===== src/rtl/hazard_unit_mc.sv =====
// Hazard unit for the five-stage MIPS pipeline: forwarding, load-use and branch stalls,
// a multi-cycle execute FSM and a saturating stall-cycle counter.
module hazard_unit_mc #(
  parameter int REG_AW = 5,
  parameter int MC_LAT = 4,
  parameter int CNT_W  = 16
) (
  input  logic              clk,
  input  logic              reset,
  input  logic [REG_AW-1:0] RsD,
  input  logic [REG_AW-1:0] RtD,
  input  logic [REG_AW-1:0] RsE,
  input  logic [REG_AW-1:0] RtE,
  input  logic [REG_AW-1:0] WriteRegE,
  input  logic [REG_AW-1:0] WriteRegM,
  input  logic [REG_AW-1:0] WriteRegW,
  input  logic              RegWriteE,
  input  logic              RegWriteM,
  input  logic              RegWriteW,
  input  logic              MemtoRegE,
  input  logic              MemtoRegM,
  input  logic              BranchD,
  input  logic              JumpD,
  input  logic              PCSrcTakenD,
  input  logic              StartE,
  input  logic              ClrCount,
  output logic [1:0]        ForwardAE,
  output logic [1:0]        ForwardBE,
  output logic              ForwardAD,
  output logic              ForwardBD,
  output logic              StallF,
  output logic              StallD,
  output logic              StallE,
  output logic              FlushD,
  output logic              FlushE,
  output logic              FlushM,
  output logic              BusyE,
  output logic              DoneE,
  output logic [CNT_W-1:0]  StallCount
);
  localparam int DW = $clog2(MC_LAT);
  localparam logic [DW-1:0] DCNT_INIT = DW'(MC_LAT - 2);

  typedef enum logic {S_IDLE = 1'b0, S_BUSY = 1'b1} state_t;

  state_t           r_state, w_state_nxt;
  logic [DW-1:0]    r_dcnt, w_dcnt_nxt;
  logic [CNT_W-1:0] r_stall_cnt;
  logic             w_mcstall, w_lwstall, w_brstall, w_hazstall;

  // Register 0 is hard-wired to zero, so it can never create a dependency.
  function automatic logic f_hit(input logic [REG_AW-1:0] a, input logic [REG_AW-1:0] b);
    return (a != '0) && (a == b);
  endfunction

  always_comb begin
    ForwardAE = 2'b00;
    if (RegWriteM && f_hit(RsE, WriteRegM))      ForwardAE = 2'b10;
    else if (RegWriteW && f_hit(RsE, WriteRegW)) ForwardAE = 2'b01;
    ForwardBE = 2'b00;
    if (RegWriteM && f_hit(RtE, WriteRegM))      ForwardBE = 2'b10;
    else if (RegWriteW && f_hit(RtE, WriteRegW)) ForwardBE = 2'b01;
    ForwardAD = RegWriteM && f_hit(RsD, WriteRegM);
    ForwardBD = RegWriteM && f_hit(RtD, WriteRegM);
  end

  assign w_lwstall  = MemtoRegE && (f_hit(RtE, RsD) || f_hit(RtE, RtD));
  assign w_brstall  = BranchD &&
                      ((RegWriteE && (f_hit(WriteRegE, RsD) || f_hit(WriteRegE, RtD))) ||
                       (MemtoRegM && (f_hit(WriteRegM, RsD) || f_hit(WriteRegM, RtD))));
  assign w_hazstall = w_lwstall || w_brstall;

  always_ff @(posedge clk or negedge reset) begin
    if (!reset) begin
      r_state <= S_IDLE;
      r_dcnt  <= '0;
    end else begin
      r_state <= w_state_nxt;
      r_dcnt  <= w_dcnt_nxt;
    end
  end

  always_comb begin
    w_state_nxt = r_state;
    w_dcnt_nxt  = r_dcnt;
    case (r_state)
      S_IDLE: if (StartE) begin
        w_state_nxt = S_BUSY;
        w_dcnt_nxt  = DCNT_INIT;
      end
      S_BUSY: if (r_dcnt != '0) w_dcnt_nxt = r_dcnt - DW'(1);
              else              w_state_nxt = S_IDLE;
      default: w_state_nxt = S_IDLE;
    endcase
  end

  // The multi-cycle stall overrides the ordinary hazards and bubbles E/M instead of D/E.
  always_comb begin
    w_mcstall = 1'b0;
    BusyE     = 1'b0;
    DoneE     = 1'b0;
    case (r_state)
      S_IDLE: w_mcstall = reset && StartE;
      S_BUSY: begin
        BusyE     = 1'b1;
        w_mcstall = (r_dcnt != '0);
        DoneE     = (r_dcnt == '0);
      end
      default: ;
    endcase
    StallF = w_mcstall || w_hazstall;
    StallD = StallF;
    StallE = w_mcstall;
    FlushE = !w_mcstall && w_hazstall;
    FlushM = w_mcstall;
    FlushD = (PCSrcTakenD || JumpD) && !StallD;
  end

  always_ff @(posedge clk or negedge reset) begin
    if (!reset)                          r_stall_cnt <= '0;
    else if (ClrCount)                   r_stall_cnt <= '0;
    else if (StallF && ~&r_stall_cnt)    r_stall_cnt <= r_stall_cnt + CNT_W'(1);
  end

  assign StallCount = r_stall_cnt;
endmodule

===== config.mk =====
export PLATFORM = sky130hd
export DESIGN_NAME = hazard_unit_mc
export DESIGN_NICKNAME = d
export VERILOG_FILES = /design/src/rtl/hazard_unit_mc.sv
export SDC_FILE = /design/constraint.sdc
export NUM_CORES = 1
export LEC_CHECK = 0
export BUFFER_PORTS_ARGS = -buffer_cell sky130_fd_sc_hd__buf_4
export CAP_MARGIN = 20
export CELL_PAD_IN_SITES_DETAIL_PLACEMENT = 1
export CELL_PAD_IN_SITES_GLOBAL_PLACEMENT = 2
export CORE_ASPECT_RATIO = 1.5
export CORE_MARGIN = 5
export CORE_UTILIZATION = 29
export CTS_CLUSTER_DIAMETER = 50
export DETAILED_ROUTE_END_ITERATION = 7
export GPL_TIMING_DRIVEN = 1
export PLACE_DENSITY = 0.93
export SLEW_MARGIN = 20
export SYNTH_ARGS = -nofsm -noshare
export SYNTH_HDL_FRONTEND = slang
export SYNTH_SLANG_ARGS = --single-unit

===== constraint.sdc =====
create_clock -name clk -period 3.7 [get_ports clk]
set_input_delay 0.185 -clock clk [delete_from_list [all_inputs] [get_ports clk]]
set_output_delay 0.185 -clock clk [all_outputs]
set_load 0.03 [all_outputs]

# Word level (Yosys, flattened, before mapping)
# Index checks and enable logic that the tools add are counted.
op_classes:
  bitwise: 1
  addsub: 2
  mux: 15
  eq_ne: 14
  n_reduce_logical: 47
op_table:
  columns: ["operator", "n"]
  rows:
  - ["== test 5 bit", 12]
  - ["2-to-1 mux 16 bit", 2]
  - ["nonzero test 5 bit", 6]
  - ["logical AND 1 bit", 26]
  - ["adder 16 x 1 -> 16 bit, second input constant", 1]
  - ["AND reduction 16 bit", 1]
  - ["2-to-1 mux 2 bit", 4]
  - ["logical OR 1 bit", 7]
  - ["2-to-1 mux 1 bit", 6]
  - ["one-hot mux 1 bit (2 select lines)", 2]
  - ["one-hot mux 2 bit (2 select lines)", 1]
  - ["nonzero test 2 bit", 2]
  - ["zero test 1 bit", 3]
  - ["zero test 2 bit", 1]
  - ["!= test 2 x 1 -> 1 bit, second input constant", 1]
  - ["!= test 2 bit, second input constant", 1]
  - ["AND reduction 2 bit", 1]
  - ["subtractor 2 x 1 -> 2 bit, second input constant", 1]
  - ["inverter 1 bit", 1]
totals:
  ff_bits: 19
  output_inout_bits: 30

# Longest topological paths before layout
# Gate-level depths: netlist of run 1.
logic_depth:
  depth_word: 11
  depth_mapped: 9

# Worst setup path after synthesis of run 1
# Ideal clock, no wire load.
synth_path:
  kind: "register -> output"
  start: "register r_dcnt[0]"
  end: "output FlushD"
  stages_incl_launch_ff: 10
  t_arrival_ns: 2.247
  n_path_buf: 1
  setup_slack_ns: 1.268
  path_cell_list: "dfrtp_1 > inv_1 > ha_1 > nor2b_1 > a21o_1 > a21oi_1 > nor3b_4 > buf_2 > inv_1 > nor2_1"
synth_via:
  elab_chain_cells: 5
synth_rtl:
  columns: ["element", "line_no", "text"]
  rows:
  - ["start, declared", "47", "logic [DW-1:0] r_dcnt, w_dcnt_nxt;"]
  - ["start signal, assigned", "79", "r_dcnt <= w_dcnt_nxt;"]
  - ["nonzero test 2 bit", "106", "w_mcstall = (r_dcnt != '0);"]
  - ["one-hot mux 1 bit (2 select lines)", "102", "case (r_state)"]
  - ["named net FlushM", "36", "output logic FlushM,"]
  - ["logical OR 1 bit", "111", "StallF = w_mcstall || w_hazstall;"]
  - ["named net StallD", "32", "output logic StallD,"]
  - ["zero test 1 bit", "116", "FlushD = (PCSrcTakenD || JumpD) && !StallD;"]
  - ["logical AND 1 bit", "116", null]
  - ["end, declared", "34", "output logic FlushD,"]
# The timed path passes the listed nets, and every way through them passes these cells.

# Worst setup path after layout of run 1
layout_path:
  start: "register r_dcnt[0]"
  end: "output FlushD"
layout_via:
  elab_chain_cells: 5
layout_rtl:
  columns: ["element", "line_no"]
  rows:
  - ["nonzero test 2 bit", "106"]
  - ["one-hot mux 1 bit (2 select lines)", "102"]
  - ["logical OR 1 bit", "111"]
  - ["zero test 1 bit", "116"]
  - ["logical AND 1 bit", "116"]
# No other way between the ends.

==> summary.md, run 1 <==
| Metric | Value |
|---|---|
| Overflow after GRT | `0` |
| Final hold viol count | `0` |
| Largest buffer count on any clock path | `2` |
| Seq pwr share | `0.276` |
| Unrepaired setup endpoints after global routing | `no` |
| Number of global-route vias before repair | `around 2,000` |
| Starting Density | `0.294` |
| Syn Std Cell Area | `approximately 0.0019 mm2` |
| # DRC | `0` |
| Clock skew | `between 0.01 and 0.015 ns` |
| Clk pwr share | `0.158` |
| Final net count | `~340` |
| Die Ht | `between 100 and 150 um` |
| Vias after detailed routing | `1,904` |
| P_int | `approximately 540 uW` |
| Tmin final | `~2.8 ns` |
| Via-to-Cell Ratio | `between 5 and 6` |
| Max Freq | `about 350 MHz` |
| Initial DRC count | `50` |
| Drt pass-1 iters | `4` |
| Switching Share | `0.447` |
| Global-route usage over all layers | `0.149` |
| Placed wire-length estimate | `approximately 4800 um` |
| Max-cap violations | `0` |
| Gp weighted congestion | `roughly 0.79` |
| HP Class | `input port to register` |
| VDD IR max | `around 0.20 mV` |
| Worst slew margin | `0.439` |
| CTS Hold Buffers Added | `1` |
| Synthesis warning total | `0` |
| PD cells | `roughly 390 mW/mm2` |
| Worst Tran Pin Value | `~0.84 ns` |
| Hold Crit Depth | `2` |
| Combinational fraction of design power | `0.566` |
| CP Launch Type | `register` |
| DR WL/cell | `15.8 um` |
| Post-synth EDFFs | `0` |
| Setup TNS | `0 ns` |
| Post-Place Worst Slack | `1.17 ns` |
| Area leader, netlist | `dfrtp_1` |
| Die extent in x | `roughly 76 um` |
| Prevailing post-synth register cell | `dfrtp_1` |
| Largest net degree at the start of global routing | `26` |
| Post-synth top area share | `0.253` |
| # diodes | `0` |
| Crit Path Max Fanout | `24` |
| Layout cells sized above 1 | `0.318` |
| Clock-pin slew on the worst setup and hold paths | `about 0.08 ns` |
| Synth top area cells | `dfrtp_1 25%, xnor2_1 16%, xor2_1 7.5%` |
| Initial antenna violation count | `0` |
| Total Power | `approximately 970 uW` |
| Post-Syn Nets | `around 280` |
| CTS HTree Levels | `1` |
| Post-cts sizing count | `0` |
| Leading cell type in the layout, fill and taps excluded | `buf_4` |
| Synth Instances | `229` |
| Crit path kind | `register to output pin` |
| R2R cell count | `8` |
| Avg Inst Size Synth | `just over 8 um2` |
| CTS Sinks | `19` |
| CTS tree | `done` |
| Critical path arrival | `roughly 2.6 ns` |
| Post-route ant nets | `0` |
| CTS Buf Count | `3` |
| WL final | `~5800 um` |
| Leakage power | `around 0.0011 uW` |
| Clk root buf | `clkbuf_8` |
| Fin. max-slew vios | `0` |
| Clk_lat worst skew | `approximately 0.27 ns` |
| Status | `complete, no violations` |
| Sw power | `around 430 uW` |
| Final setup violation count | `0` |
| I/O pin cnt | `77` |
| Worst path required time | `~3.5 ns` |
| Synth unique cells | `38` |
| Synth Register Bits | `19` |
| Area delta synth->final | `33.4%` |
| Std-Cell Rows | `36` |
| Setup ws final | `0.882 ns` |
| Commonest non-fill, non-tap cells in the layout | `76 x buf_4, 35 x xnor2_1, 19 x dfrtp_1, 19 x nor2_1, 16 x xor2_1` |
| PortBufs | `76` |
| Async SR Flop Fraction | `1.00` |
| Die area | `around 0.0082 mm2` |
| # fillers | `about 800` |
| Core footprint | `roughly 0.0064 mm2` |
| First-pass GRT wire length | `approximately 9500 um` |
| Sequential area share after synthesis | `0.253` |
| Worst setup EP type | `output pin` |
| # Post-CTS Setup Buffers | `0` |
| Finished Core Util | `0.392` |
| Tcrit/Tclk final | `0.762` |
[cell type report]
class	instances	area [um2]	area share
Multi-Input combinational cell	188	1290	0.516
Inverter	4	15.0	0.00599
Clock inverter	1	7.51	0.00299
Timing Repair Buffer	77	581	0.231
Tap cell	76	95.1	0.0379
Clock buffer	3	41.3	0.0165
Sequential cell	19	475	0.190
[power groups by stage]
stage	registers, uW	clock network [uW]	logic, uW
final	268	153	550
after detailed placement	274	0	555
after floorplan	297	0	361
after CTS	270	164	558
after global placement	271	0	543
after global routing	272	172	597
[critical path, stage by stage, from the launching register on]
cell	delay [ns]
dfrtp_1	0.40
inv_1	0.08
ha_1	0.25
nor2b_1	0.08
a21o_1	0.20
a21oi_1	0.14
nor3b_4	0.73
inv_1	0.17
nor2_1	0.14
buf_4	0.17
[stage by stage]
stage	instances	hold slack, ns	cell area (um2)
after floorplan	229	-0.111	1880
after global placement	363	0.0831	2450
after detailed placement	363	0.0914	2450
after CTS	368	0.0906	2510
after global routing	368	0.109	2510
final	368	0.103	2510
[cell usage after synthesis (4+ instances only)]
| cell | count |
|---|---|
| xnor2_1 | 35 |
| dfrtp_1 | 19 |
| nor2_1 | 19 |
| xor2_1 | 16 |
| nand2_1 | 13 |
| nand3_1 | 11 |
| nor2b_1 | 11 |
| a21oi_1 | 10 |
| clkbuf_1 | 9 |
| nor3_1 | 9 |
| or4_1 | 9 |
| nor4_1 | 8 |
| mux2_2 | 7 |
| buf_2 | 5 |
| nand4_1 | 5 |
| o31ai_1 | 5 |
| inv_1 | 4 |
| o21ai_0 | 4 |
[state kept, by name, indices dropped and copies added (netlist names)]
register / count
StallCount: 16
r_dcnt: 2
r_state: 1
[metal layers]
layer,global-route usage,wire (um)
met2,0.282,3170
met5,0,0
met4,0.0450,89
met1,0.163,2230
met3,0.0221,339
[cell families after synthesis]
logic type / after synthesis / synth area share
AND/OR/NAND/NOR: 99 / 0.291
multiplexers: 9 / 0.0539
XOR/XNOR: 51 / 0.238
buffers and inverters: 22 / 0.0592
AO/OA/AOI/OAI: 27 / 0.0925
flip-flops: 19 / 0.253
adder cells (fa/ha/maj): 2 / 0.0133
[worst paths after layout]
| check | endpoint | slack, ns | start |
|---|---|---|---|
| max | FlushD | 0.88 | r_dcnt[0] |
| min | r_dcnt[0] | 0.10 | StartE |
| max reg2reg | StallCount[11] | 1.19 | r_dcnt[0] |
| min reg2reg | r_dcnt[1] | 0.58 | r_dcnt[1] |
| max in group asynchronous | StallCount[10] | 3.14 | reset |
| min in group asynchronous | StallCount[5] | 0.33 | reset |
(Power assumes the default switching activity.)
==> inputs of run 2 (changes only) <==
--- a/config.mk
+++ b/config.mk
@@ -11,11 +11,11 @@
 export CELL_PAD_IN_SITES_GLOBAL_PLACEMENT = 2
 export CORE_ASPECT_RATIO = 1.5
 export CORE_MARGIN = 5
-export CORE_UTILIZATION = 29
+export CORE_UTILIZATION = 27
 export CTS_CLUSTER_DIAMETER = 50
 export DETAILED_ROUTE_END_ITERATION = 7
 export GPL_TIMING_DRIVEN = 1
-export PLACE_DENSITY = 0.93
+export PLACE_DENSITY = 0.88
 export SLEW_MARGIN = 20
 export SYNTH_ARGS = -nofsm -noshare
 export SYNTH_HDL_FRONTEND = slang
==> constraint.sdc (replaced) <==
create_clock -name clk -period 2.6 [get_ports clk]
set_input_delay 0.13 -clock clk [delete_from_list [all_inputs] [get_ports clk]]
set_output_delay 0.13 -clock clk [all_outputs]
set_load 0.03 [all_outputs]
==> run 2 against run 1 <==
  * Die area increased by 6.6%
  * Critical path depth increased by 1
  * Clock power increased by 44%
  * First-iteration DRC count increased by 10%
  * Worst hold slack got worse by 0.064 ns
  * Sequential share of layout area decreased by 0.21 points
  * Final cell count increased by 1.1%
  * Combinational power increased by 49%
  * Critical path type unchanged
  * Critical endpoint unchanged
==> summary.md, run 2 (same netlist as run 1, synthesis figures left out) <==
| Metric | Value |
|---|---|
| Status | `complete, no violations` |
| Clk root buf | `clkbuf_8` |
| Final net count | `344` |
| Die Ht | `112 um` |
| PortBufs | `76` |
| Fin. max-slew vios | `0` |
| Via-to-Cell Ratio | `slightly above 5` |
| Max reg flops | `16` |
| WL final | `between 5000 and 6000 um` |
| DR WL/cell | `about 16 um` |
| Largest buffer count on any clock path | `2` |
| Leakage power | `around 0.0011 uW` |
| # fillers | `~830` |
| R2r endpoint | `StallCount[11]` |
| CP Launch Type | `register` |
| # DRC | `0` |
| Drt pass-1 iters | `4` |
| Tmin final | `~2.3 ns` |
| Gp weighted congestion | `0.820` |
| Finished Core Util | `0.370` |
| Leading cell type in the layout, fill and taps excluded | `buf_4` |
| CP delay by family, top | `buffers and inverters` |
| Overflow after GRT | `0` |
| Area delta synth->final | `34.9%` |
| Worst Tran Pin Value | `roughly 0.39 ns` |
| Clock skew | `roughly 0.0080 ns` |
| Hold Crit Depth | `2` |
| Worst slew margin | `0.737` |
| CTS tree | `done` |
| Clk_lat worst skew | `roughly 0.27 ns` |
| First-pass GRT wire length | `approximately 9800 um` |
| Slowest-stage cell, CP | `dfrtp_1` |
| Crit path kind | `register to output pin` |
| Critical path arrival | `~2.2 ns` |
| Initial antenna violation count | `0` |
| Final hold viol count | `0` |
| Commonest non-fill, non-tap cells in the layout | `77 x buf_4, 35 x xnor2_1, 19 x dfrtp_1, 19 x nor2_1, 16 x xor2_1` |
| I/O pin cnt | `77` |
| Storage element area | `roughly 480 um2` |
| Largest net degree at the start of global routing | `26` |
| CTS Buf Count | `3` |
| PD cells | `about 560 mW/mm2` |
| Area of the multi-input gates | `0.00130 mm2` |
| HP Class | `input port to register` |
| VDD IR max | `between 0.2 and 0.3 mV` |
| Buf/Inv on CP | `4` |
| Placed wire-length estimate | `between 4000 and 5000 um` |
| Layout cells sized above 1 | `0.330` |
| RR Startpoint | `StallCount[7]` |
| CTS Sinks | `19` |
| Tcrit/Tclk final | `0.889` |
| Clock-pin slew on the worst setup and hold paths | `roughly 0.08 ns` |
| Vias after detailed routing | `around 1,900` |
| Final setup violation count | `0` |
| Max Freq | `about 430 MHz` |
| Setup TNS | `0 ns` |
| Most frequent CP cell | `inv_1` |
| Die area | `roughly 0.0088 mm2` |
| Die extent in x | `approximately 78 um` |
| Initial DRC count | `55` |
| Std-Cell Rows | `37` |
| Number of global-route vias before repair | `approximately 2,100` |
| R2R cell count | `7` |
| Core footprint | `between 0.006 and 0.007 mm2` |
| CP cell instances | `inv_1 -> ha_2 -> nor2b_1 -> a21o_1 -> a21oi_1 -> nor3b_4 -> buf_8 -> inv_1 -> nor2_1 -> buf_4` |
| # diodes | `0` |
| Crit Path Max Fanout | `24` |
| Worst path required time | `roughly 2.5 ns` |
| CTS HTree Levels | `1` |
| Max-cap violations | `0` |
| Unrepaired setup endpoints after global routing | `no` |
| CP max stage delay | `about 0.4 ns` |
| End of the worst hold path | `r_dcnt[0]` |
| Post-route ant nets | `0` |
| Hold WS | `a little under 0.04 ns` |
| Global-route usage over all layers | `0.138` |
| Hold path start | `StartE` |
| Reg2reg setup slack | `0.33 ns` |
| Starting Density | `0.274` |
| Worst setup EP type | `output pin` |
-- run 2: per-layer routing --
layer	vias up	part of all wire	global-route usage
met3	12	0.072	0.0241
li1	927	-	-
met2	63	0.53	0.264
met1	930	0.37	0.150
met4	0	0.020	0.0478
met5	-	0	0
-- run 2: where the power goes --
part | switching, uW | internal (uW)
clock | 113 | 109
combinational | 470 | 350
sequential | 45.8 | 335
-- run 2: cell type report --
| class | instances | area share |
|---|---|---|
| clock buffer | 3 | 0.0163 |
| sequential | 19 | 0.187 |
| inverter | 4 | 0.00592 |
| timing repair buffer | 79 | 0.238 |
| clock inverter | 1 | 0.00296 |
| multi-input combinational | 188 | 0.511 |
| tap | 78 | 0.0385 |
-- run 2: per-stage QoR --
stage | total power [uW] | area (um2) | setup slack (ns) | std cells
detailed placement | 1200 | 2470 | 0.170 | 367
finish | 1420 | 2540 | 0.289 | 372
CTS | 1430 | 2530 | 0.132 | 372
global placement | 1180 | 2470 | 0.244 | 367
global route | 1540 | 2540 | 0.0453 | 372
floorplan | 937 | 1880 | 0.223 | 229
-- run 2: how the worst max path moves through the flow --
stage | start | end | cells after the start
6_report | r_dcnt[0] | FlushD | 10
5_1_grt | r_dcnt[0] | FlushD | 10
4_1_cts | StallCount[7] | StallCount[11] | 7
3_5_place_dp | StallCount[7] | StallCount[11] | 7
3_3_place_gp | StallCount[7] | StallCount[11] | 7
2_1_floorplan | r_dcnt[0] | FlushD | 9
-- run 2: what timing repair did --
| action | CTS | global route |
|---|---|---|
| endpoints found under the setup margin | 0 | 11 |
| gates resized for setup | 0 | 4 |
| buffers inserted | 0 | 0 |
| hold buffers | 1 | 0 |
| endpoints found under the hold margin | 19 | 0 |
==> inputs of run 3 (changes only) <==
--- a/config.mk
+++ b/config.mk
@@ -9,7 +9,7 @@
 export CAP_MARGIN = 20
 export CELL_PAD_IN_SITES_DETAIL_PLACEMENT = 1
 export CELL_PAD_IN_SITES_GLOBAL_PLACEMENT = 2
-export CORE_ASPECT_RATIO = 1.5
+export CORE_ASPECT_RATIO = 2
 export CORE_MARGIN = 5
 export CORE_UTILIZATION = 27
 export CTS_CLUSTER_DIAMETER = 50
==> run 3 against run 2 <==
  * Core utilization rose by 0.41 points
  * Setup slack got worse by 0.075 ns
  * Die area rose by 0.76%
  * Global-route usage increased by 0.64 points
  * Clock-buffer cell count increased by 1
  * Sequential power hardly changed
  * Clock power is 48% higher
  * Flip-flop and latch count did not move
==> summary.md, run 3 (same netlist as run 1, synthesis figures left out) <==
| Metric | Value |
|---|---|
| Crit path kind | `register to output pin` |
| Fin. max-slew vios | `0` |
| Slowest-stage cell, CP | `dfrtp_1` |
| CP Launch Type | `register` |
| Core footprint | `0.00689 mm2` |
| PD cells | `582 mW/mm2` |
| Initial antenna violation count | `0` |
| VDD IR max | `between 0.2 and 0.3 mV` |
| Unrepaired setup endpoints after global routing | `no` |
| # Post-CTS Setup Buffers | `0` |
| CTS tree | `done` |
| Layout cells sized above 1 | `0.322` |
| Post-cts sizing count | `0` |
| Finished Core Util | `0.374` |
| Vias after detailed routing | `a little under 2,000` |
| Crit Path Max Fanout | `24` |
| Clock skew | `approximately 0.00067 ns` |
| CP delay by family, top | `buffers and inverters` |
| Starting Density | `0.273` |
| Worst setup EP type | `output pin` |
| CP max stage delay | `around 0.39 ns` |
| First-pass GRT wire length | `about 10,000 um` |
| Final setup violation count | `0` |
| Final net count | `roughly 350` |
| Worst Tran Pin Value | `0.386 ns` |
| CP cell instances | `inv_1 -> ha_1 -> nor2b_1 -> a21o_1 -> a21oi_1 -> nor3b_4 -> buf_4 -> inv_1 -> nor2_1 -> buf_4` |
| Std-Cell Rows | `43` |
| I/O pin cnt | `just under 80` |
| Tmin final | `~2.4 ns` |
| Largest net degree at the start of global routing | `26` |
| Leading cell type in the layout, fill and taps excluded | `buf_4` |
| Clk pwr share | `0.217` |
| Worst slew margin | `0.740` |
| Final hold viol count | `0` |
| Sw power | `625 uW` |
| Critical Path Start | `r_dcnt[0]` |
| HP Class | `input port to register` |
| DR WL/cell | `about 17 um` |
| Drt pass-1 iters | `4` |
| Setup TNS | `0 ns` |
| Die extent in x | `around 70 um` |
| Combinational fraction of design power | `0.529` |
| Max reg flops | `16` |
| Clk root buf | `clkbuf_16` |
| Via-to-Cell Ratio | `5.03` |
| Max-cap violations | `0` |
| Largest buffer count on any clock path | `2` |
| Buf/Inv on CP | `4` |
| P_int | `approximately 900 uW` |
| Clk_lat worst skew | `roughly 0.26 ns` |
| CTS Sinks | `19` |
| Critical path arrival | `around 2.3 ns` |
| Fin area | `around 0.0026 mm2` |
| Status | `complete, no violations` |
| Hold path start | `StartE` |
| Post-route ant nets | `0` |
| Overflow after GRT | `0` |
| CTS Hold Buffers Added | `1` |
| Number of global-route vias before repair | `between 2,000 and 2,500` |
| Seq pwr share | `0.253` |
| CTS Buf Count | `3` |
| Die area | `0.00884 mm2` |
| RR Startpoint | `r_dcnt[0]` |
| Placed wire-length estimate | `5410 um` |
| WL final | `between 6000 and 7000 um` |
| Tcrit/Tclk final | `0.918` |
| Initial DRC count | `about 110` |
| Max Freq | `between 400 and 500 MHz` |
| Leakage power | `~0.0011 uW` |
| Total Power | `about 1500 uW` |
| Global-route usage over all layers | `0.145` |
| # DRC | `0` |
| Switching Share | `0.416` |
| # diodes | `0` |
| Clock-pin slew on the worst setup and hold paths | `0.05 ns` |
| Commonest non-fill, non-tap cells in the layout | `79 x buf_4, 35 x xnor2_1, 19 x dfrtp_1, 19 x nor2_1, 16 x xor2_1` |
| Area delta synth->final | `37.1%` |
| Worst path required time | `roughly 2.5 ns` |
| Gp weighted congestion | `about 0.86` |
| PortBufs | `between 70 and 80` |
| CTS HTree Levels | `1` |
| Placed cell area | `roughly 0.0025 mm2` |
| Die Ht | `~130 um` |
[run 3: final timing paths]
kind / end / slack, ns / depth (start not counted)
min in group asynchronous: StallCount[6] / 0.45 / 3
setup reg to reg: StallCount[4] / 0.34 / 9
max in group asynchronous: StallCount[13] / 1.93 / 3
setup / recovery: FlushD / 0.21 / 10
hold reg to reg: r_dcnt[1] / 0.56 / 2
hold / removal: r_dcnt[0] / 0.07 / 2
[run 3: stage by stage]
stage	worst slack (ns)	hold slack (ns)	cells
5_1_grt	0.0221	0.0858	385
4_1_cts	0.177	0.0642	385
6_report	0.214	0.0651	385
2_1_floorplan	0.223	-0.166	229
3_3_place_gp	0.370	0.170	380
3_5_place_dp	0.320	0.167	380
[run 3: worst reg2reg max path, delay by kind of cell (launching register included)]
family / cells / cell delay [ns]
AOI/OAI and AO/OA: 2 / 0.22
adders and majority gates: 1 / 0.25
buffers and inverters: 2 / 0.28
DFF: 1 / 0.36
muxes: 1 / 0.37
and+or+nand+nor: 3 / 0.65
[run 3: layer usage]
layer | wire [um] | part of all wire | vias to the layer above | GRT usage
li1 | - | - | 930 | -
met1 | 2090 | 0.33 | 936 | 0.122
met2 | 3860 | 0.60 | 62 | 0.318
met3 | 364 | 0.057 | 9 | 0.0243
met4 | 101 | 0.016 | 0 | 0.0495
met5 | 0 | 0 | - | 0
[run 3: layout make-up]
cell class | count | area (um2)
fillers | 881 | 4310
multi-input cells | 188 | 1290
repair buffers | 80 | 603
flip-flops and latches | 19 | 475
well taps | 90 | 113
clock buffers | 4 | 78.8
inverters | 4 | 15.0
[run 3: power by group through the flow]
stage / combinational [uW] / sequential, uW / clock, uW
finish: 795 / 380 / 326
detailed placement: 805 / 388 / 0
floorplan: 514 / 423 / 0
global placement: 786 / 385 / 0
global route: 868 / 390 / 344
CTS: 808 / 383 / 333
